[config.mk]
export PLATFORM = sky130hd
export DESIGN_NAME = flash_sdram_loader
export DESIGN_NICKNAME = d
export VERILOG_FILES = /design/src/rtl/loader_pkg.sv /design/src/rtl/reset_debounce.sv /design/src/rtl/flash_sdram_loader.sv
export SDC_FILE = /design/constraint.sdc
export NUM_CORES = 1
export LEC_CHECK = 0
export ABC_AREA = 0
export CORE_ASPECT_RATIO = 0.75
export CORE_UTILIZATION = 55
export DETAILED_ROUTE_END_ITERATION = 8
export DONT_BUFFER_PORTS = 1
export PLACE_DENSITY = 0.73
export SLEW_MARGIN = 10
export SYNTH_ARGS = -nofsm -noshare
export SYNTH_HDL_FRONTEND = slang
export SYNTH_SLANG_ARGS = --single-unit
[constraint.sdc]
create_clock -name clk32 -period 2.4 [get_ports clk32]
set_clock_uncertainty 0.05 [all_clocks]
set_input_delay 0.6 -clock clk32 [delete_from_list [all_inputs] [get_ports clk32]]
set_output_delay 0.6 -clock clk32 [all_outputs]
set_load 0.1 [all_outputs]
[src/rtl/loader_pkg.sv]
// Shared types and default constants for the flash-to-SDRAM boot loader.
package loader_pkg;

    typedef logic [21:0] word_addr_t;

    typedef enum logic [2:0] {
        ST_IDLE  = 3'd0,
        ST_REQ   = 3'd1,
        ST_WAIT  = 3'd2,
        ST_WRITE = 3'd3,
        ST_NEXT  = 3'd4,
        ST_DONE  = 3'd5
    } state_t;

    localparam word_addr_t DEF_FLASH_BASE    = 22'h100000;
    localparam word_addr_t DEF_RAM_BASE      = 22'h0fc000;
    localparam word_addr_t DEF_WORD_COUNT    = 22'd16000;
    localparam logic [5:0] DEF_ACCESS_CYCLES = 6'd30;
    localparam logic [2:0] DEF_WRITE_CYCLES  = 3'd6;
    localparam int         DEF_DEBOUNCE_BITS = 5;

endpackage

[src/rtl/reset_debounce.sv]
// Holds the chipset in reset until the loader has been done for 2^BITS-1 clocks.
module reset_debounce #(
    parameter int BITS = 5
) (
    input  logic clk,
    input  logic resb,
    input  logic done,
    output logic chip_reset_n
);

    logic [BITS-1:0] count;

    // NOTE: reset is synchronous (sampled on the clock edge) and all state uses
    // non-blocking assignments so every flop updates from pre-edge values.
    always_ff @(posedge clk) begin
        if (!resb || !done) begin
            count <= '0;
        end else if (!(&count)) begin
            count <= count + 1'b1;
        end
    end

    assign chip_reset_n = &count;

endmodule

[src/rtl/flash_sdram_loader.sv]
// Boot loader: copies WORD_COUNT words from SPI flash to SDRAM, then hands the
// SDRAM port to the chipset. Define LOADER_BUSY_HANDSHAKE_EN to end each flash
// read on the falling edge of flash_busy, with the access counter as a timeout.
module flash_sdram_loader
    import loader_pkg::*;
#(
    parameter word_addr_t FLASH_BASE    = DEF_FLASH_BASE,
    parameter word_addr_t RAM_BASE      = DEF_RAM_BASE,
    parameter word_addr_t WORD_COUNT    = DEF_WORD_COUNT,
    parameter logic [5:0] ACCESS_CYCLES = DEF_ACCESS_CYCLES,
    parameter logic [2:0] WRITE_CYCLES  = DEF_WRITE_CYCLES,
    parameter int         DEBOUNCE_BITS = DEF_DEBOUNCE_BITS
) (
    input  logic        clk32,
    input  logic        resb,
    input  logic        flash_ready,
    input  logic        sdram_ready,
    output logic        flash_cs,
    output logic [21:0] flash_addr,
    input  logic        flash_busy,
    input  logic [15:0] flash_dout,
    input  logic [21:0] cpu_addr,
    input  logic        cpu_cs,
    input  logic        cpu_we,
    input  logic [1:0]  cpu_ds,
    input  logic [15:0] cpu_din,
    input  logic        cpu_refresh,
    output logic [21:0] sd_addr,
    output logic        sd_cs,
    output logic        sd_we,
    output logic [1:0]  sd_ds,
    output logic [15:0] sd_din,
    output logic        sd_refresh,
    output logic        done,
    output logic        chip_reset_n
);

    state_t      state;
    word_addr_t  ram_addr;
    word_addr_t  remaining;
    logic [15:0] data_latch;
    logic [5:0]  acc_cnt;
    logic [2:0]  wr_cnt;
    logic        ready;
    logic        read_done;

    assign ready = flash_ready && sdram_ready;
    assign done  = (state == ST_DONE);

`ifdef LOADER_BUSY_HANDSHAKE_EN
    logic busy_q;

    always_ff @(posedge clk32) begin
        if (!resb) busy_q <= 1'b0;
        else       busy_q <= flash_busy;
    end

    assign read_done = (acc_cnt == 6'd1) || (busy_q && !flash_busy);
`else
    assign read_done = (acc_cnt == 6'd1);
`endif

    always_ff @(posedge clk32) begin
        if (!resb) begin
            state      <= ST_IDLE;
            flash_cs   <= 1'b0;
            flash_addr <= FLASH_BASE;
            ram_addr   <= RAM_BASE;
            remaining  <= WORD_COUNT;
            data_latch <= '0;
            acc_cnt    <= '0;
            wr_cnt     <= '0;
        end else begin
            case (state)
                ST_IDLE: begin
                    if (ready) state <= (remaining == '0) ? ST_DONE : ST_REQ;
                end
                ST_REQ: begin
                    if (ready) begin
                        flash_cs <= 1'b1;
                        acc_cnt  <= ACCESS_CYCLES;
                        state    <= ST_WAIT;
                    end
                end
                ST_WAIT: begin
                    // cs only needs to be held until the engine acknowledges with busy
                    if (flash_busy) flash_cs <= 1'b0;
                    if (ready) begin
                        acc_cnt <= acc_cnt - 6'd1;
                        if (read_done) begin
                            data_latch <= flash_dout;
                            flash_cs   <= 1'b0;
                            wr_cnt     <= WRITE_CYCLES;
                            state      <= ST_WRITE;
                        end
                    end
                end
                ST_WRITE: begin
                    // a write in flight always runs to completion, ready or not
                    if (wr_cnt == 3'd1) state <= ST_NEXT;
                    else                wr_cnt <= wr_cnt - 3'd1;
                end
                ST_NEXT: begin
                    if (ready) begin
                        flash_addr <= flash_addr + 22'd1;
                        ram_addr   <= ram_addr + 22'd1;
                        remaining  <= remaining - 22'd1;
                        state      <= (remaining == 22'd1) ? ST_DONE : ST_REQ;
                    end
                end
                ST_DONE: ;
                default: state <= ST_IDLE;
            endcase
        end
    end

    // NOTE: every output gets a default at the top of always_comb so no path
    // leaves one unassigned and a latch cannot be inferred.
    always_comb begin
        sd_addr    = ram_addr;
        sd_din     = data_latch;
        sd_cs      = 1'b0;
        sd_we      = 1'b0;
        sd_ds      = 2'b00;
        sd_refresh = 1'b0;
        if (done) begin
            sd_addr    = cpu_addr;
            sd_din     = cpu_din;
            sd_cs      = cpu_cs;
            sd_we      = cpu_we;
            sd_ds      = cpu_ds;
            sd_refresh = cpu_refresh;
        end else if (state == ST_WRITE) begin
            sd_cs = 1'b1;
            sd_we = 1'b1;
            sd_ds = 2'b11;
        end
    end

    reset_debounce #(
        .BITS(DEBOUNCE_BITS)
    ) u_debounce (
        .clk         (clk32),
        .resb        (resb),
        .done        (done),
        .chip_reset_n(chip_reset_n)
    );

endmodule

==> results.toml, run 1 <==
[die]
dieHeight_um = 85.9
dieArea_sq_um = 9770
io_pins = 132
core_sq_um = 9080
std_cell_rows = 30
floorplan.initialDensity = 0.568
die_x_um = 114

[placed_design]
gp_congestion = 0.815
numPortBuffers = 0
placed_cells = 753
placed_area_sq_um = 6050
dp.final_hpwl_mm = 8.75
place_ws_ps = 148

[grt]
grt_pass1_vias = 4560
grt_start_max_net_pins = 70
grt_usage = 0.277
overflow = 0
antenna_found_initial = 0
grt_first_pass_wirelength_mm = 21.7

[worst_setup_path]
endpoint_kind = "output port"
cp.arrival_ps = 1780
criticalPathCategory = "flip-flop to output port"
slowest_stage = "mux2_4"
crit_path_max_incr_delay_ps = 440
critPathTopFamily = "multiplexers"
crit_required_ps = 1750
path_cells = "nand2b_4, nor2_4, buf_12, buf_12, buf_16, mux2_4"
cp-start-kind = "flip-flop"
crit_buf_inv = 3
cp_common_cell = "buf_12"
path_max_fanout = 7

[drt]
vias = 4740
drt_iter0_drc = 342
drt-total-wl_mm = 13.5
first_pass_iters = 5
avgViaCountPerCell = 6.09
wl_per_cell_um = 17.4
ant_nets = 0
drc = 0

[hold_path]
hp-class = "primary input to flip-flop"

[logic_synthesis]
ys_seq_elements = 100
synthArstFlopShare = 0
synth_edf_count = 0
syn_nets = 676
ys_seq_area_frac = 0.388
yosysWarnings = 0
ys.flop_type = "dfxtp_1"
syn_inst = 602
synth_cell_types = 55
netlist_area_sq_um = 5160
syn_avg_cell_area_sq_um = 8.57

[sta]
setup_violations = 7
hold_viol_final = 0
fmax_mhz = 412
worst_slack_ps = -27.1
finalCritPeriodShare = 1.01
slew_headroom = 0.339
slew_violations = 0
period_minus_slack_ps = 2430
rsz0062_at_grt = "yes"
tightest_slew_ps = 989

[cts]
cts_max_level = 3
hold_buffers = 0
ctsLongestPathBuffers = 2
clkTransAtPathRegs_ps = 60
cts.sinks = 100
insertion_delay_ps = 350
cts-root-buf = "clkbuf_16"
cts_tree = "done"
cts_made_buffers = 9

[cells_and_area]
post_route_cells_drive_above_1_share = 0.240
fillerInstances = 693
nNetsFinal = 721
syn_to_final_growth_pct = 27.5
layout_common_cells = "dfxtp_1, nand2_1, a21oi_1"
stdcell_area_sq_um = 6580
layout_commonest_cell = "dfxtp_1"
final_cells = 778
antenna_cells = 0
postLayoutCoreUtil = 0.724

[power]
power_density_nw_per_um2 = 497
cellLeakagePower_nw = 2.34
ir_drop_mv = 0.341
finalPower_w = 0.00327

[job]
drv.max_cap_violation_count = 0

[outcome]
status = "complete, but fails checks"
failed_checks = "negative setup slack"
[sequential cells by signal, summed over array words and instances (netlist names)]
| name | count |
|---|---|
| data_latch | 16 |
| ram_addr | 22 |
| flash_addr | 22 |
| remaining | 22 |
| flash_cs | 1 |
| state | 3 |
| wr_cnt | 3 |
| u_debounce.count | 5 |
| acc_cnt | 6 |
[power by group]
group	switching (W)	internal, W	leakage [nW]	total [W]
sequential	0.0000128	0.00167	0.809	0.00168
clock	0.000595	0.000715	0.131	0.00131
combinational	0.000179	0.0000986	1.40	0.000278
[per-stage QoR]
step / hold WS [ps] / setup TNS [ps]
5_1_grt: 266 / -666
3_5_place_dp: 400 / 0
6_report: 286 / -188
2_1_floorplan: 384 / 0
4_1_cts: 276 / -1810
3_3_place_gp: 392 / 0
[cell families (layout without fill, tap and decap cells)]
family,count (synthesis),in the layout,synth area share
multiplexers,45,45,0.0970
AND/OR/NAND/NOR,256,256,0.274
XOR/XNOR,27,27,0.0458
buffers and inverters,50,98,0.0376
flip-flops,100,100,0.388
AO/OA/AOI/OAI,114,114,0.133
adder cells (fa/ha/maj),10,10,0.0243
[what timing repair did]
item,4_1_cts,5_1_grt
setup endpoints to repair,36,40
gates cloned,4,0
buffers inserted,4,4
gates resized for setup,17,12
pin swaps,1,1
[metal layers]
metal / vias up / share of wire / GRT usage / wire length, um
met5: - / 0 / 0 / 0
met1: 2276 / 0.43 / 0.346 / 5860
met2: 155 / 0.49 / 0.482 / 6620
met3: 16 / 0.063 / 0.0657 / 852
met4: 0 / 0.013 / 0.0720 / 179
li1: 2293 / - / - / -
[cells in the mapped netlist (3+ instances only)]
cell	instances	share of area
nand3_1	30	0.029
or4_1	26	0.038
nand4b_1	3	0.0051
a21oi_1	54	0.052
inv_1	11	0.0080
nor2_1	31	0.023
nand3b_1	3	0.0044
xor2_1	17	0.029
nor4_1	7	0.0085
nand2b_1	8	0.0097
buf_2	5	0.0049
and3_1	7	0.0085
and2_1	3	0.0036
clkbuf_1	32	0.023
xnor2_1	10	0.017
dfxtp_1	100	0.39
mux2i_1	5	0.0097
a21o_1	4	0.0058
nand4_1	13	0.016
o31ai_1	22	0.032
nand2_1	69	0.050
o21ai_0	18	0.017
ha_1	10	0.024
mux2_2	40	0.087
a211oi_1	3	0.0044
or3_2	3	0.0044
nor3_1	13	0.013
and4_1	5	0.0085
or3_1	15	0.018
[area by class of cell]
| class | instances | area, sq um | share of cell area |
|---|---|---|---|
| inverters | 12 | 45.0 | 0.00685 |
| repair buffers | 72 | 930 | 0.141 |
| flip-flops and latches | 100 | 2010 | 0.306 |
| clock buffers | 11 | 243 | 0.0369 |
| well taps | 128 | 160 | 0.0244 |
| clock inverters | 3 | 15.0 | 0.00228 |
| multi-input cells | 452 | 3170 | 0.482 |
[path summary, 6_finish.rpt]
| path | startpoint | to | slack, ps | cells after the start |
|---|---|---|---|---|
| max | state[1] | sd_addr[17] | -30 | 6 |
| min | resb | ram_addr[14] | 290 | 1 |
| max reg2reg | state[2] | ram_addr[17] | 150 | 5 |
| min reg2reg | data_latch[12] | data_latch[12] | 410 | 2 |
[worst reg2reg max path, stage by stage (launching register included)]
cell and delay [ps]:
dfxtp_4 350, buf_4 120, or3b_1 430, or3_1 540, nor3_1 280, mux2_2 370
Note: power is estimated with default switching activity, not from simulation.
==> run 2, diff against run 1 <==
--- a/config.mk
+++ b/config.mk
@@ -5,7 +5,8 @@
 export SDC_FILE = /design/constraint.sdc
 export NUM_CORES = 1
 export LEC_CHECK = 0
-export ABC_AREA = 0
+export ABC_AREA = 1
+export ABC_CLOCK_PERIOD_IN_PS = 2400
 export CORE_ASPECT_RATIO = 0.75
 export CORE_UTILIZATION = 55
 export DETAILED_ROUTE_END_ITERATION = 8
==> results.toml, run 2 <==
[logic_synthesis]
synth_top_cells_by_count = "nand2_1, inv_1, nor2_1"
synth-adder-area-share = 0.0234
synth_cell_types = 34
syn_inst = 830
syn_avg_cell_area_sq_um = 6.44
yosysMostFrequentCell = "nand2_1"
syn_nets = 904
synth_edf_count = 0
yosysWarnings = 0
ys_seq_area_frac = 0.374
netlist_area_sq_um = 5350
synth_mux_area_frac = 0
ys_top_cells_by_area = "dfxtp_1, nand2_1, o21ai_0"
synth_compound_area_frac = 0.149
synth_top_family_by_area = "simple AND/OR/NAND/NOR gates"
ys.flop_type = "dfxtp_1"
yosysTopAreaCell = "dfxtp_1"
yosys.area_share.simple = 0.347
ys_seq_elements = 100
synth_top_area_frac = 0.374
synth-xor-area-share = 0.00655
synthArstFlopShare = 0

[sta]
setup_violations = 0
holdWs_ps = 310
worst_slack_ps = 43.7
fmax_mhz = 424
slew_violations = 0
hold_viol_final = 0
fin_tns_setup_ps = 0
slew_headroom = 0.508
finalCritPeriodShare = 0.982
period_minus_slack_ps = 2360
tightest_slew_ps = 731

[drt]
drt-total-wl_mm = 14.4
drc = 0
first_pass_iters = 5
drt_iter0_drc = 489
avgViaCountPerCell = 5.49
ant_nets = 0
wl_per_cell_um = 14.0
vias = 5668

[placed_design]
placed_area_sq_um = 6660
numPortBuffers = 0
gp_congestion = 0.925
place_ws_ps = 283
dp.final_hpwl_mm = 10.3

[hold_path]
hp-class = "primary input to flip-flop"

[job]
drv.max_cap_violation_count = 0

[cells_and_area]
nNetsFinal = 973
syn_to_final_growth_pct = 33.3
post_route_cells_drive_above_1_share = 0.184
stdcell_area_sq_um = 7130
reg_top3 = "flash_addr x22, ram_addr x22, remaining x22"
antenna_cells = 0
layout_common_cells = "nand2_1, inv_1, nor2_1"
layout_commonest_cell = "nand2_1"

[power]
cellLeakagePower_nw = 2.95
power_density_nw_per_um2 = 512
finalPower_w = 0.00365
ir_drop_mv = 0.605

[cts]
cts.sinks = 100
ctsLongestPathBuffers = 2
cts_tree = "done"
insertion_delay_ps = 350
cts_max_level = 3
clkTransAtPathRegs_ps = 70
cts-root-buf = "clkbuf_16"
cts_made_buffers = 9

[grt]
grt_pass1_vias = 5241
grt_start_max_net_pins = 72
grt_usage = 0.291
antenna_found_initial = 0
overflow = 0
grt_first_pass_wirelength_mm = 23.4

[worst_setup_path]
criticalPathCategory = "flip-flop to output port"
path_max_fanout = 5
cp.arrival_ps = 1710
crit_required_ps = 1750
endpoint_kind = "output port"
cp-start-kind = "flip-flop"
rrSetupSlack_ps = 400

[die]
floorplan.initialDensity = 0.579
std_cell_rows = 30
die_x_um = 116
core_sq_um = 9230
dieArea_sq_um = 10100
io_pins = 132
dieHeight_um = 87.4

[outcome]
status = "completed"
## run 2: cell types whose count changed after synthesis, sizes merged, moves of 18 or more
cell / before / now
or4: 29 / 0
mux2: 40 / 0
nor2: 31 / 112
inv: 11 / 109
o31ai: 22 / 0
nand3: 30 / 66
o21ai: 18 / 82
nand2: 69 / 205
or3: 18 / 0
## run 2: layout make-up
type	instances	area, sq um
fill	672	2110
timing repair buffer	83	1270
inverter	110	413
sequential	100	2010
clock inverter	5	61.3
multi-input combinational	595	2970
clock buffer	11	243
tap	128	160
## run 2: logic make-up (layout without fill, tap and decap cells)
family                   after synthesis  count (layout)
buffers and inverters                135             209
adder cells (fa/ha/maj)               10              10
AND/OR/NAND/NOR                      426             426
flip-flops                           100             100
AO/OA/AOI/OAI                        155             155
XOR/XNOR                               4               4
## run 2: path summary, 6_finish.rpt
check	from	endpoint	depth (start not counted)
max reg2reg	state[1]	remaining[21]	9
max	state[2]	sd_addr[6]	7
min	resb	ram_addr[17]	1
min reg2reg	data_latch[11]	data_latch[11]	2
## run 2: worst max-delay path, stage by stage, from the launching register on
cell	delay (ps)
dfxtp_4	370
nand2_2	80
nor2_4	230
buf_12	180
clkbuf_16	140
nand2_1	70
o21ai_2	90
buf_12	200
## run 2: timing repair
| action | in CTS | in global routing |
|---|---|---|
| endpoints found under the setup margin | 39 | 42 |
| gates cloned | 1 | 3 |
| hold endpoints to repair | 0 | 0 |
| gates resized for setup | 2 | 4 |
| setup buffers | 4 | 1 |
| pin swaps | 1 | 1 |
| hold buffers | 0 | 0 |
## run 2: per-stage QoR
stage           util  instances
2_1_floorplan      -        830
3_3_place_gp   0.721       1007
3_5_place_dp   0.721       1007
4_1_cts        0.762       1028
5_1_grt        0.772       1032
6_report       0.772       1032
## run 2: power by group
part	total, W	internal (W)	switching [W]
Sequential	0.00170	0.00168	0.0000213
Combinational	0.000479	0.000158	0.000321
Clock	0.00147	0.000841	0.000631
## run 2: layer usage
layer | vias to the layer above | global-route usage | part of all wire
met5 | - | 0 | 0
met4 | 0 | 0.105 | 0.023
met3 | 33 | 0.0710 | 0.060
met2 | 213 | 0.513 | 0.49
met1 | 2595 | 0.344 | 0.43
li1 | 2827 | - | -
